**src/rtl/ctrl_pkg.sv**
```systemverilog
// Shared definitions for the hardwired control sequencer: state encodings,
// opcodes, ALU codes, IR field positions and the registered strobe bundle.
package ctrl_pkg;

    typedef logic [3:0] state_t;

    localparam state_t ST_RST       = 4'd0;
    localparam state_t ST_T0        = 4'd1;
    localparam state_t ST_T1        = 4'd2;
    localparam state_t ST_T2        = 4'd3;
    localparam state_t ST_T3        = 4'd4;
    localparam state_t ST_T4        = 4'd5;
    localparam state_t ST_T5        = 4'd6;
    localparam state_t ST_T6        = 4'd7;
    localparam state_t ST_HALT      = 4'd8;
    localparam state_t ST_WAIT_STEP = 4'd9;

    localparam logic [4:0] OP_ADD  = 5'b00011;
    localparam logic [4:0] OP_SUB  = 5'b00100;
    localparam logic [4:0] OP_AND  = 5'b00101;
    localparam logic [4:0] OP_OR   = 5'b00110;
    localparam logic [4:0] OP_MUL  = 5'b01001;
    localparam logic [4:0] OP_DIV  = 5'b01010;
    localparam logic [4:0] OP_NOP  = 5'b10000;
    localparam logic [4:0] OP_HALT = 5'b10001;

    localparam logic [4:0] ALU_ADD = 5'b00000;
    localparam logic [4:0] ALU_SUB = 5'b00001;
    localparam logic [4:0] ALU_MUL = 5'b00010;
    localparam logic [4:0] ALU_DIV = 5'b00011;
    localparam logic [4:0] ALU_AND = 5'b00100;
    localparam logic [4:0] ALU_OR  = 5'b00101;

    localparam int IR_OPC_MSB = 31;
    localparam int IR_OPC_LSB = 27;
    localparam int IR_RA_MSB  = 26;
    localparam int IR_RA_LSB  = 23;
    localparam int IR_RB_MSB  = 22;
    localparam int IR_RB_LSB  = 19;
    localparam int IR_RC_MSB  = 18;
    localparam int IR_RC_LSB  = 15;

    typedef struct packed {
        logic       pc_out;
        logic       zlo_out;
        logic       zhi_out;
        logic       mdr_out;
        logic       r_out;
        logic [3:0] r_out_sel;
        logic       mar_in;
        logic       pc_in;
        logic       mdr_in;
        logic       ir_in;
        logic       y_in;
        logic       z_in;
        logic       hi_in;
        logic       lo_in;
        logic       r_in;
        logic [3:0] r_in_sel;
        logic       inc_pc;
        logic       read;
        logic [4:0] control;
        logic       run;
    } ctrl_out_t;

    function automatic logic [4:0] alu_code(input logic [4:0] opcode);
        logic [4:0] code;
        case (opcode)
            OP_ADD:  code = ALU_ADD;
            OP_SUB:  code = ALU_SUB;
            OP_AND:  code = ALU_AND;
            OP_OR:   code = ALU_OR;
            OP_MUL:  code = ALU_MUL;
            OP_DIV:  code = ALU_DIV;
            default: code = ALU_ADD;
        endcase
        return code;
    endfunction

    // Idle bundle: every strobe low, machine still running.
    function automatic ctrl_out_t idle_outputs();
        ctrl_out_t o;
        o     = '0;
        o.run = 1'b1;
        return o;
    endfunction

endpackage

```
**src/rtl/ir_decoder.sv**
```systemverilog
// Combinational instruction classifier: splits IR into its register fields
// and instruction class flags; unknown opcodes classify as NOP.
module ir_decoder
    import ctrl_pkg::*;
(
    input  logic [16:0] ir_hi,
    output logic        is_alu3,
    output logic        is_muldiv,
    output logic        is_nop,
    output logic        is_halt,
    output logic [3:0]  ra,
    output logic [3:0]  rb,
    output logic [3:0]  rc,
    output logic [4:0]  alu_ctl
);

    logic [31:0] ir_s;
    logic [4:0]  opcode_s;

    assign ir_s     = {ir_hi, 15'd0};
    assign opcode_s = ir_s[IR_OPC_MSB:IR_OPC_LSB];
    assign ra       = ir_s[IR_RA_MSB:IR_RA_LSB];
    assign rb       = ir_s[IR_RB_MSB:IR_RB_LSB];
    assign rc       = ir_s[IR_RC_MSB:IR_RC_LSB];
    assign alu_ctl  = alu_code(opcode_s);

    // Opcode class decode.
    always_comb begin
        is_alu3   = 1'b0;
        is_muldiv = 1'b0;
        is_nop    = 1'b0;
        is_halt   = 1'b0;
        case (opcode_s)
            OP_ADD, OP_SUB, OP_AND, OP_OR: is_alu3   = 1'b1;
            OP_MUL, OP_DIV:                is_muldiv = 1'b1;
            OP_HALT:                       is_halt   = 1'b1;
            default:                       is_nop    = 1'b1;
        endcase
    end

endmodule

```
**src/rtl/control_sequencer.sv**
```systemverilog
// Hardwired fetch/decode/execute sequencer with registered Moore strobes.
// Optional macro CTRL_SINGLE_STEP_EN adds a Step input and a WAIT_STEP state.
module control_sequencer
    import ctrl_pkg::*;
#(
    parameter int MEM_WAIT_MAX = 15
) (
    input  logic        Clock,
    input  logic        Clear,
    input  logic [31:0] IR,
    input  logic        Mem_Ready,
`ifdef CTRL_SINGLE_STEP_EN
    input  logic        Step,
`endif
    output logic        PC_Out,
    output logic        ZLO_Out,
    output logic        ZHI_Out,
    output logic        MDR_Out,
    output logic        R_Out,
    output logic [3:0]  R_Out_Sel,
    output logic        MAR_In,
    output logic        PC_In,
    output logic        MDR_In,
    output logic        IR_In,
    output logic        Y_In,
    output logic        Z_In,
    output logic        HI_In,
    output logic        LO_In,
    output logic        R_In,
    output logic [3:0]  R_In_Sel,
    output logic        IncPC,
    output logic        Read,
    output logic [4:0]  CONTROL,
    output logic        Run,
    output logic        Mem_Timeout
);

    localparam int CNT_W = $clog2(MEM_WAIT_MAX + 1);
    localparam logic [CNT_W-1:0] CNT_MAX = CNT_W'(MEM_WAIT_MAX);

`ifdef CTRL_SINGLE_STEP_EN
    localparam state_t ST_DONE = ST_WAIT_STEP;
`else
    localparam state_t ST_DONE = ST_T0;
`endif

    state_t           state_r, state_nxt_s;
    ctrl_out_t        out_r, out_nxt_s;
    logic [CNT_W-1:0] wait_cnt_r, wait_cnt_nxt_s;
    logic             mem_timeout_r;

    logic       is_alu3_s, is_muldiv_s, is_nop_s, is_halt_s;
    logic [3:0] ra_s, rb_s, rc_s;
    logic [4:0] alu_ctl_s;
    logic       ir_unused_s;

    assign ir_unused_s = ^IR[14:0];

    ir_decoder u_ir_decoder (
        .ir_hi     (IR[31:15]),
        .is_alu3   (is_alu3_s),
        .is_muldiv (is_muldiv_s),
        .is_nop    (is_nop_s),
        .is_halt   (is_halt_s),
        .ra        (ra_s),
        .rb        (rb_s),
        .rc        (rc_s),
        .alu_ctl   (alu_ctl_s)
    );

    // Next-state sequencing.
    always_comb begin
        state_nxt_s = state_r;
        case (state_r)
            ST_RST:  state_nxt_s = ST_T0;
            ST_T0:   state_nxt_s = ST_T1;
            ST_T1: begin
                if (Mem_Ready) state_nxt_s = ST_T2;
                else           state_nxt_s = ST_T1;
            end
            ST_T2:   state_nxt_s = ST_T3;
            ST_T3: begin
                if (is_halt_s)     state_nxt_s = ST_HALT;
                else if (is_nop_s) state_nxt_s = ST_DONE;
                else               state_nxt_s = ST_T4;
            end
            ST_T4:   state_nxt_s = ST_T5;
            ST_T5: begin
                if (is_muldiv_s) state_nxt_s = ST_T6;
                else             state_nxt_s = ST_DONE;
            end
            ST_T6:   state_nxt_s = ST_DONE;
            ST_HALT: state_nxt_s = ST_HALT;
`ifdef CTRL_SINGLE_STEP_EN
            ST_WAIT_STEP: begin
                if (Step) state_nxt_s = ST_T0;
                else      state_nxt_s = ST_WAIT_STEP;
            end
`endif
            default: state_nxt_s = ST_RST;
        endcase
    end

    // Strobes for the state being entered; T3 strobes use IR as seen on that edge.
    always_comb begin
        out_nxt_s = idle_outputs();
        case (state_nxt_s)
            ST_T0: begin
                out_nxt_s.pc_out = 1'b1;
                out_nxt_s.mar_in = 1'b1;
                out_nxt_s.inc_pc = 1'b1;
                out_nxt_s.z_in   = 1'b1;
            end
            ST_T1: begin
                out_nxt_s.zlo_out = 1'b1;
                out_nxt_s.pc_in   = (state_r != ST_T1);
                out_nxt_s.read    = 1'b1;
                out_nxt_s.mdr_in  = 1'b1;
            end
            ST_T2: begin
                out_nxt_s.mdr_out = 1'b1;
                out_nxt_s.ir_in   = 1'b1;
            end
            ST_T3: begin
                if (!is_nop_s && !is_halt_s) begin
                    out_nxt_s.r_out     = 1'b1;
                    out_nxt_s.r_out_sel = rb_s;
                    out_nxt_s.y_in      = 1'b1;
                end else begin
                    out_nxt_s.r_out = 1'b0;
                end
            end
            ST_T4: begin
                out_nxt_s.r_out     = 1'b1;
                out_nxt_s.r_out_sel = rc_s;
                out_nxt_s.z_in      = 1'b1;
                out_nxt_s.control   = alu_ctl_s;
            end
            ST_T5: begin
                out_nxt_s.zlo_out = 1'b1;
                out_nxt_s.control = alu_ctl_s;
                if (is_muldiv_s) begin
                    out_nxt_s.lo_in = 1'b1;
                end else if (is_alu3_s) begin
                    out_nxt_s.r_in     = 1'b1;
                    out_nxt_s.r_in_sel = ra_s;
                end else begin
                    out_nxt_s.r_in = 1'b0;
                end
            end
            ST_T6: begin
                out_nxt_s.zhi_out = 1'b1;
                out_nxt_s.hi_in   = 1'b1;
                out_nxt_s.control = alu_ctl_s;
            end
            ST_HALT: out_nxt_s.run = 1'b0;
            default: out_nxt_s.run = 1'b1;
        endcase
    end

    // Memory wait counter: counts T1 cycles without Mem_Ready, saturating at the limit.
    always_comb begin
        if (state_r == ST_T1 && !Mem_Ready) begin
            if (wait_cnt_r == CNT_MAX) wait_cnt_nxt_s = wait_cnt_r;
            else                       wait_cnt_nxt_s = wait_cnt_r + {{(CNT_W-1){1'b0}}, 1'b1};
        end else begin
            wait_cnt_nxt_s = '0;
        end
    end

    // State, strobe and timeout registers.
    always_ff @(posedge Clock or posedge Clear) begin
        if (Clear) begin
            state_r       <= ST_RST;
            out_r         <= idle_outputs();
            wait_cnt_r    <= '0;
            mem_timeout_r <= 1'b0;
        end else begin
            state_r    <= state_nxt_s;
            out_r      <= out_nxt_s;
            wait_cnt_r <= wait_cnt_nxt_s;
            if (wait_cnt_nxt_s == CNT_MAX) mem_timeout_r <= 1'b1;
            else                           mem_timeout_r <= mem_timeout_r;
        end
    end

    assign PC_Out      = out_r.pc_out;
    assign ZLO_Out     = out_r.zlo_out;
    assign ZHI_Out     = out_r.zhi_out;
    assign MDR_Out     = out_r.mdr_out;
    assign R_Out       = out_r.r_out;
    assign R_Out_Sel   = out_r.r_out_sel;
    assign MAR_In      = out_r.mar_in;
    assign PC_In       = out_r.pc_in;
    assign MDR_In      = out_r.mdr_in;
    assign IR_In       = out_r.ir_in;
    assign Y_In        = out_r.y_in;
    assign Z_In        = out_r.z_in;
    assign HI_In       = out_r.hi_in;
    assign LO_In       = out_r.lo_in;
    assign R_In        = out_r.r_in;
    assign R_In_Sel    = out_r.r_in_sel;
    assign IncPC       = out_r.inc_pc;
    assign Read        = out_r.read;
    assign CONTROL     = out_r.control;
    assign Run         = out_r.run;
    assign Mem_Timeout = mem_timeout_r;

endmodule

```
**config.mk**
```make
export PLATFORM = sky130hd
export DESIGN_NAME = control_sequencer
export DESIGN_NICKNAME = d
export VERILOG_FILES = /design/src/rtl/ctrl_pkg.sv /design/src/rtl/ir_decoder.sv /design/src/rtl/control_sequencer.sv
export SDC_FILE = /design/constraint.sdc
export NUM_CORES = 1
export LEC_CHECK = 0
export BUFFER_PORTS_ARGS = -buffer_cell sky130_fd_sc_hd__buf_2
export CAP_MARGIN = 10
export CORE_MARGIN = 5
export CORE_UTILIZATION = 48
export DETAILED_ROUTE_END_ITERATION = 10
export GPL_ROUTABILITY_DRIVEN = 0
export PLACE_DENSITY = 0.89
export SLEW_MARGIN = 10
export SYNTH_ARGS = -nofsm -noshare
export SYNTH_HDL_FRONTEND = slang
export SYNTH_HIERARCHICAL = 1
export SYNTH_SLANG_ARGS = --single-unit
```
**constraint.sdc**
```tcl
create_clock -name Clock -period 2 [get_ports Clock]
set_input_delay 0.3 -clock Clock [delete_from_list [all_inputs] [get_ports Clock]]
set_output_delay 0.3 -clock Clock [all_outputs]
set_load 0.02 [all_outputs]
```
* Word level (Yosys, flattened, before mapping)
Index checks and enable logic that the tools add are counted.
** Word-level totals
- Register bits after elaboration :: 35
** Cells by class
- Mux-type cells :: 29
- $add $sub $neg :: 1
- Eq/ne operators :: 26
- Reductions and logical operators :: 12
** Operators with widths (number)
- $eq 4x3->1 const B :: 8
- $pmux 4 s8 :: 1
- $mux 4 :: 5
- $eq 4x2->1 const B :: 4
- $eq 4x4->1 const B :: 4
- $eq 5x3->1 const B :: 3
- $mux 1 :: 15
- $pmux 3 s5 :: 1
- $eq 5x4->1 const B :: 2
- $mux 5 :: 2
- $pmux 5 s2 :: 1
- $eq 4x1->1 const B :: 2
- $reduce_or 2->1 :: 4
- $reduce_or 7->1 :: 1
- $mux 3 :: 2
- $mux 6 :: 1
- $eq 5x2->1 const B :: 1
- $eq 5x5->1 const B :: 1
- $add 4x1->4 const B :: 1
- $logic_not 4->1 :: 1
- $ne 4x2->1 const B :: 1
- $reduce_or 4->1 :: 1
- $reduce_or 3->1 :: 1
- $logic_and 1x1->1 :: 2
- 2 further kinds :: 3

* Longest topological paths before layout
- Word-level depth :: 8
- Mapped depth :: 8

* Cells and area by module
The synthesis kept the hierarchy.
** By module, submodules not included
- control_sequencer :: instances 1, area each 1495.2 um^2, cells each 122, sequential area each 852.1 um^2
- ir_decoder :: instances 1, area each 232.7 um^2, cells each 30, sequential area each 0.0 um^2

* Least setup slack after synthesis
Ideal clock, no wire load.
- Path kind :: input-to-reg
- Start point :: in IR[28]
- End point :: reg out_r, in the netlist R_Out_Sel[0]
- Path buffers :: 0
- Slack :: 0.216 ns
- Setup time :: 0.110 ns
- Arrival time :: 1.674 ns
- Stages :: 7
- Cells stage by stage :: xnor2_1 nor4b_4 a211oi_2 nor2_1 a31oi_2 o21a_4 o41ai_1
** RTL lines
- start, declared :: line control_sequencer.sv:10 : input logic [31:0] IR,
- end signal, assigned :: line control_sequencer.sv:175 : out_r <= idle_outputs();
- end signal, assigned :: line control_sequencer.sv:180 : out_r <= out_nxt_s;
- end, declared :: line control_sequencer.sv:48 : ctrl_out_t out_r, out_nxt_s;

==> results.yml <==
grt:
  antenna_found_initial: 0
  globalRouteOverflowTotal: 0
  grt_pass1_vias: 1261
  grt_max_degree: 21
  grt_pass1_wl_um: 5530
  grt_use_total_pct: 14.2
sta:
  slew-limit-headroom_pct: 59.6
  hold_viol_final: 0
  timing.setup.tns_ps: 0
  setup_viol: 0
  rsz0062_at_grt: "no"
  fmax_mhz: 601
  maxSlewViolCount: 0
  post-route-period-util_pct: 83.2
  fin_worst_skew_ps: 9.89
  worst-slew-pin-transition_ps: 605
  holdWs_ps: 22.4
  final.min_clock_period_ps: 1660
power_and_ir_drop:
  share_seq_of_total_power_pct: 39.8
  ir_drop_mv: 0.693
  power.leakage_nw: 1.06
  power_density_nw_per_um2: 1090
  p_switching_w: 0.000820
  clkPwrFrac_pct: 20.9
  internal_power_w: 0.00136
  combPwrFrac_pct: 39.3
  p_sw_share_pct: 37.6
cts:
  cts_hold_buf: 0
  cts_max_level: 2
  path_clk_slew_ps: 100
  cts_made_buffers: 5
  cts_resized: 0
  cts_tree: "built"
  root_buffer: "clkbuf_4"
  clockBufferDepth: 2
  worstSkewPairLatency_ps: 330
  cts_setup_buffers: 0
  cts.sinks: 34
placed_design:
  io_buffers: 50
  dp_hpwl_um: 2500
  placed_cell_area_um2: 1920
floorplanning:
  rows: 21
  die_w_um: 70
  dieHeight_um: 70
  boundaryPins: 66
  core_area_um2: 3420
  die_area_um2: 4900
  start_util_pct: 50.6
outcome:
  status: "complete, no violations"
synth:
  synth_top_area_cell: "dfrtp_1"
  yosys-top-cells-area: "dfrtp_1, buf_4, o211a_1"
  async_reset_ff_share_pct: 100
  ys_types: 50
  netlist_area_um2: 1730
  yosys_warnings: 6
  syn_inst: 152
  yosys-top-cells-count: "dfrtp_1, buf_4, nor2_1"
  synth.most_common_cell: "dfrtp_1"
  ys.flop_type: "dfrtp_1"
  ys_ff_latch: 34
  seq_area_frac_synth_pct: 49.3
  yosysTopAreaCellShare_pct: 47.8
  synth.avg_cell_area_um2: 11.4
  synth_edf_count: 0
route:
  drtIter0Drc: 56
  drc: 0
  vias: 1189
  routedWlPerCell_um: 13.1
  drt_first_pass_iters: 4
  postRouteAntennaNets: 0
  wl_um: 3170
  vias_per_cell: 4.93
finish:
  drive_gt1_share_pct: 44.1
  area_growth_syn_to_layout_pct: 15.9
  final_nets: 230
  design_area_um2: 2000
  antenna_cells: 0
  final_util_pct: 58.6
worst_setup_path:
  crit_chain: "and2b_2 -> a31oi_2 -> o21a_4 -> inv_2 -> nor3b_2"
  timing.rr.end: "MDR_In$_DFF_PP0_"
  slowest_stage: "dfrtp_1"
  cp_max_fo: 11
  rr_worst_depth: 5
  reg2reg_slack_ps: 340
  crit_start: "state_r[3]$_DFF_PP0_"
  critPathLaunchType: "flip-flop"
  max_stage_delay_ps: 600
  worstSetupPathType: "flip-flop to flip-flop"
  reg2reg_from: "state_r[3]$_DFF_PP0_"
  cp_top_family: "flip-flops"
  path_buf_inv: 1
  critical_path_arrival_ps: 1920
  crit_required_ps: 2260
  end_kind: "flip-flop"
hold_path:
  hold_class: "input pin to asynchronous set/reset pin"
job:
  maxCapViolCount: 0
-- metrics by stage --
step / power (W) / instances / setup slack (ps)
floorplan: 0.00155 / 153 / 216
global placement: 0.00172 / 233 / 57.2
detailed placement: 0.00175 / 233 / 8.19
CTS: 0.00221 / 241 / 330
global route: 0.00232 / 241 / 175
finish: 0.00218 / 241 / 337
-- power by group through the flow --
| stage | registers (W) | logic [W] | clock network (W) |
|---|---|---|---|
| finish | 0.000869 | 0.000858 | 0.000457 |
| global route | 0.000884 | 0.000941 | 0.000492 |
| CTS | 0.000870 | 0.000868 | 0.000472 |
| detailed placement | 0.000883 | 0.000866 | 0 |
| global placement | 0.000881 | 0.000843 | 0 |
| floorplan | 0.000945 | 0.000609 | 0 |
-- state kept, by name (all words and copies together), names as in the netlist, 4 cells and up --
signal,cells
CONTROL,5
R_In_Sel,4
R_Out_Sel,4
state_r,4
wait_cnt_r,4
-- how the worst max path moves through the flow --
| stage | slack, ps | cells past startpoint | to |
|---|---|---|---|
| after global placement | 60 | 8 | R_Out_Sel[0]$_DFF_PP0_ |
| after global routing | 180 | 8 | R_Out_Sel[0]$_DFF_PP0_ |
| final | 340 | 5 | MDR_In$_DFF_PP0_ |
| after detailed placement | 8 | 8 | R_Out_Sel[0]$_DFF_PP0_ |
| after floorplan | 220 | 7 | R_Out_Sel[0]$_DFF_PP0_ |
| after CTS | 330 | 5 | MDR_In$_DFF_PP0_ |
-- logic make-up (layout without fill, tap and decap cells) --
group | after synthesis | in the layout | share of synthesized area, %
buf+inv | 31 | 73 | 11.9
simple gates | 54 | 54 | 21.8
other cells | 1 | 2 | 0.217
compound gates | 26 | 26 | 13.3
fa+ha+maj | 1 | 1 | 0.724
flops | 34 | 34 | 49.3
mux | 2 | 2 | 1.16
xor+xnor | 3 | 3 | 1.52
-- layout make-up --
class,instances,area (µm²)
flip-flops and latches,34,852
repair buffers,56,308
multi-input cells,88,673
inverters,9,33.8
fillers,297,1410
clock buffers,8,78.8
well taps,46,57.6
-- placed cells by master (no fill, tap or decap), types with 4 or more instances in the layout --
cell type,netlist,layout
nand2b_1,5,5
inv_1,8,8
o211a_1,5,5
nor2_1,9,9
buf_4,20,5
nand2_1,8,8
dfrtp_1,33,33
and2_1,4,4
buf_2,0,50
a21oi_1,4,4
clkbuf_4,0,5
-- routing by layer --
| layer | GRT usage, % | vias up | share of wire (%) |
|---|---|---|---|
| met2 | 24.6 | 30 | 51 |
| met4 | 7.02 | 0 | 1.9 |
| li1 | - | 589 | - |
| met1 | 15.1 | 565 | 41 |
| met5 | 0 | - | 0 |
| met3 | 5.16 | 5 | 6.8 |
No activity file was read; power rests on OpenSTA's default activity.
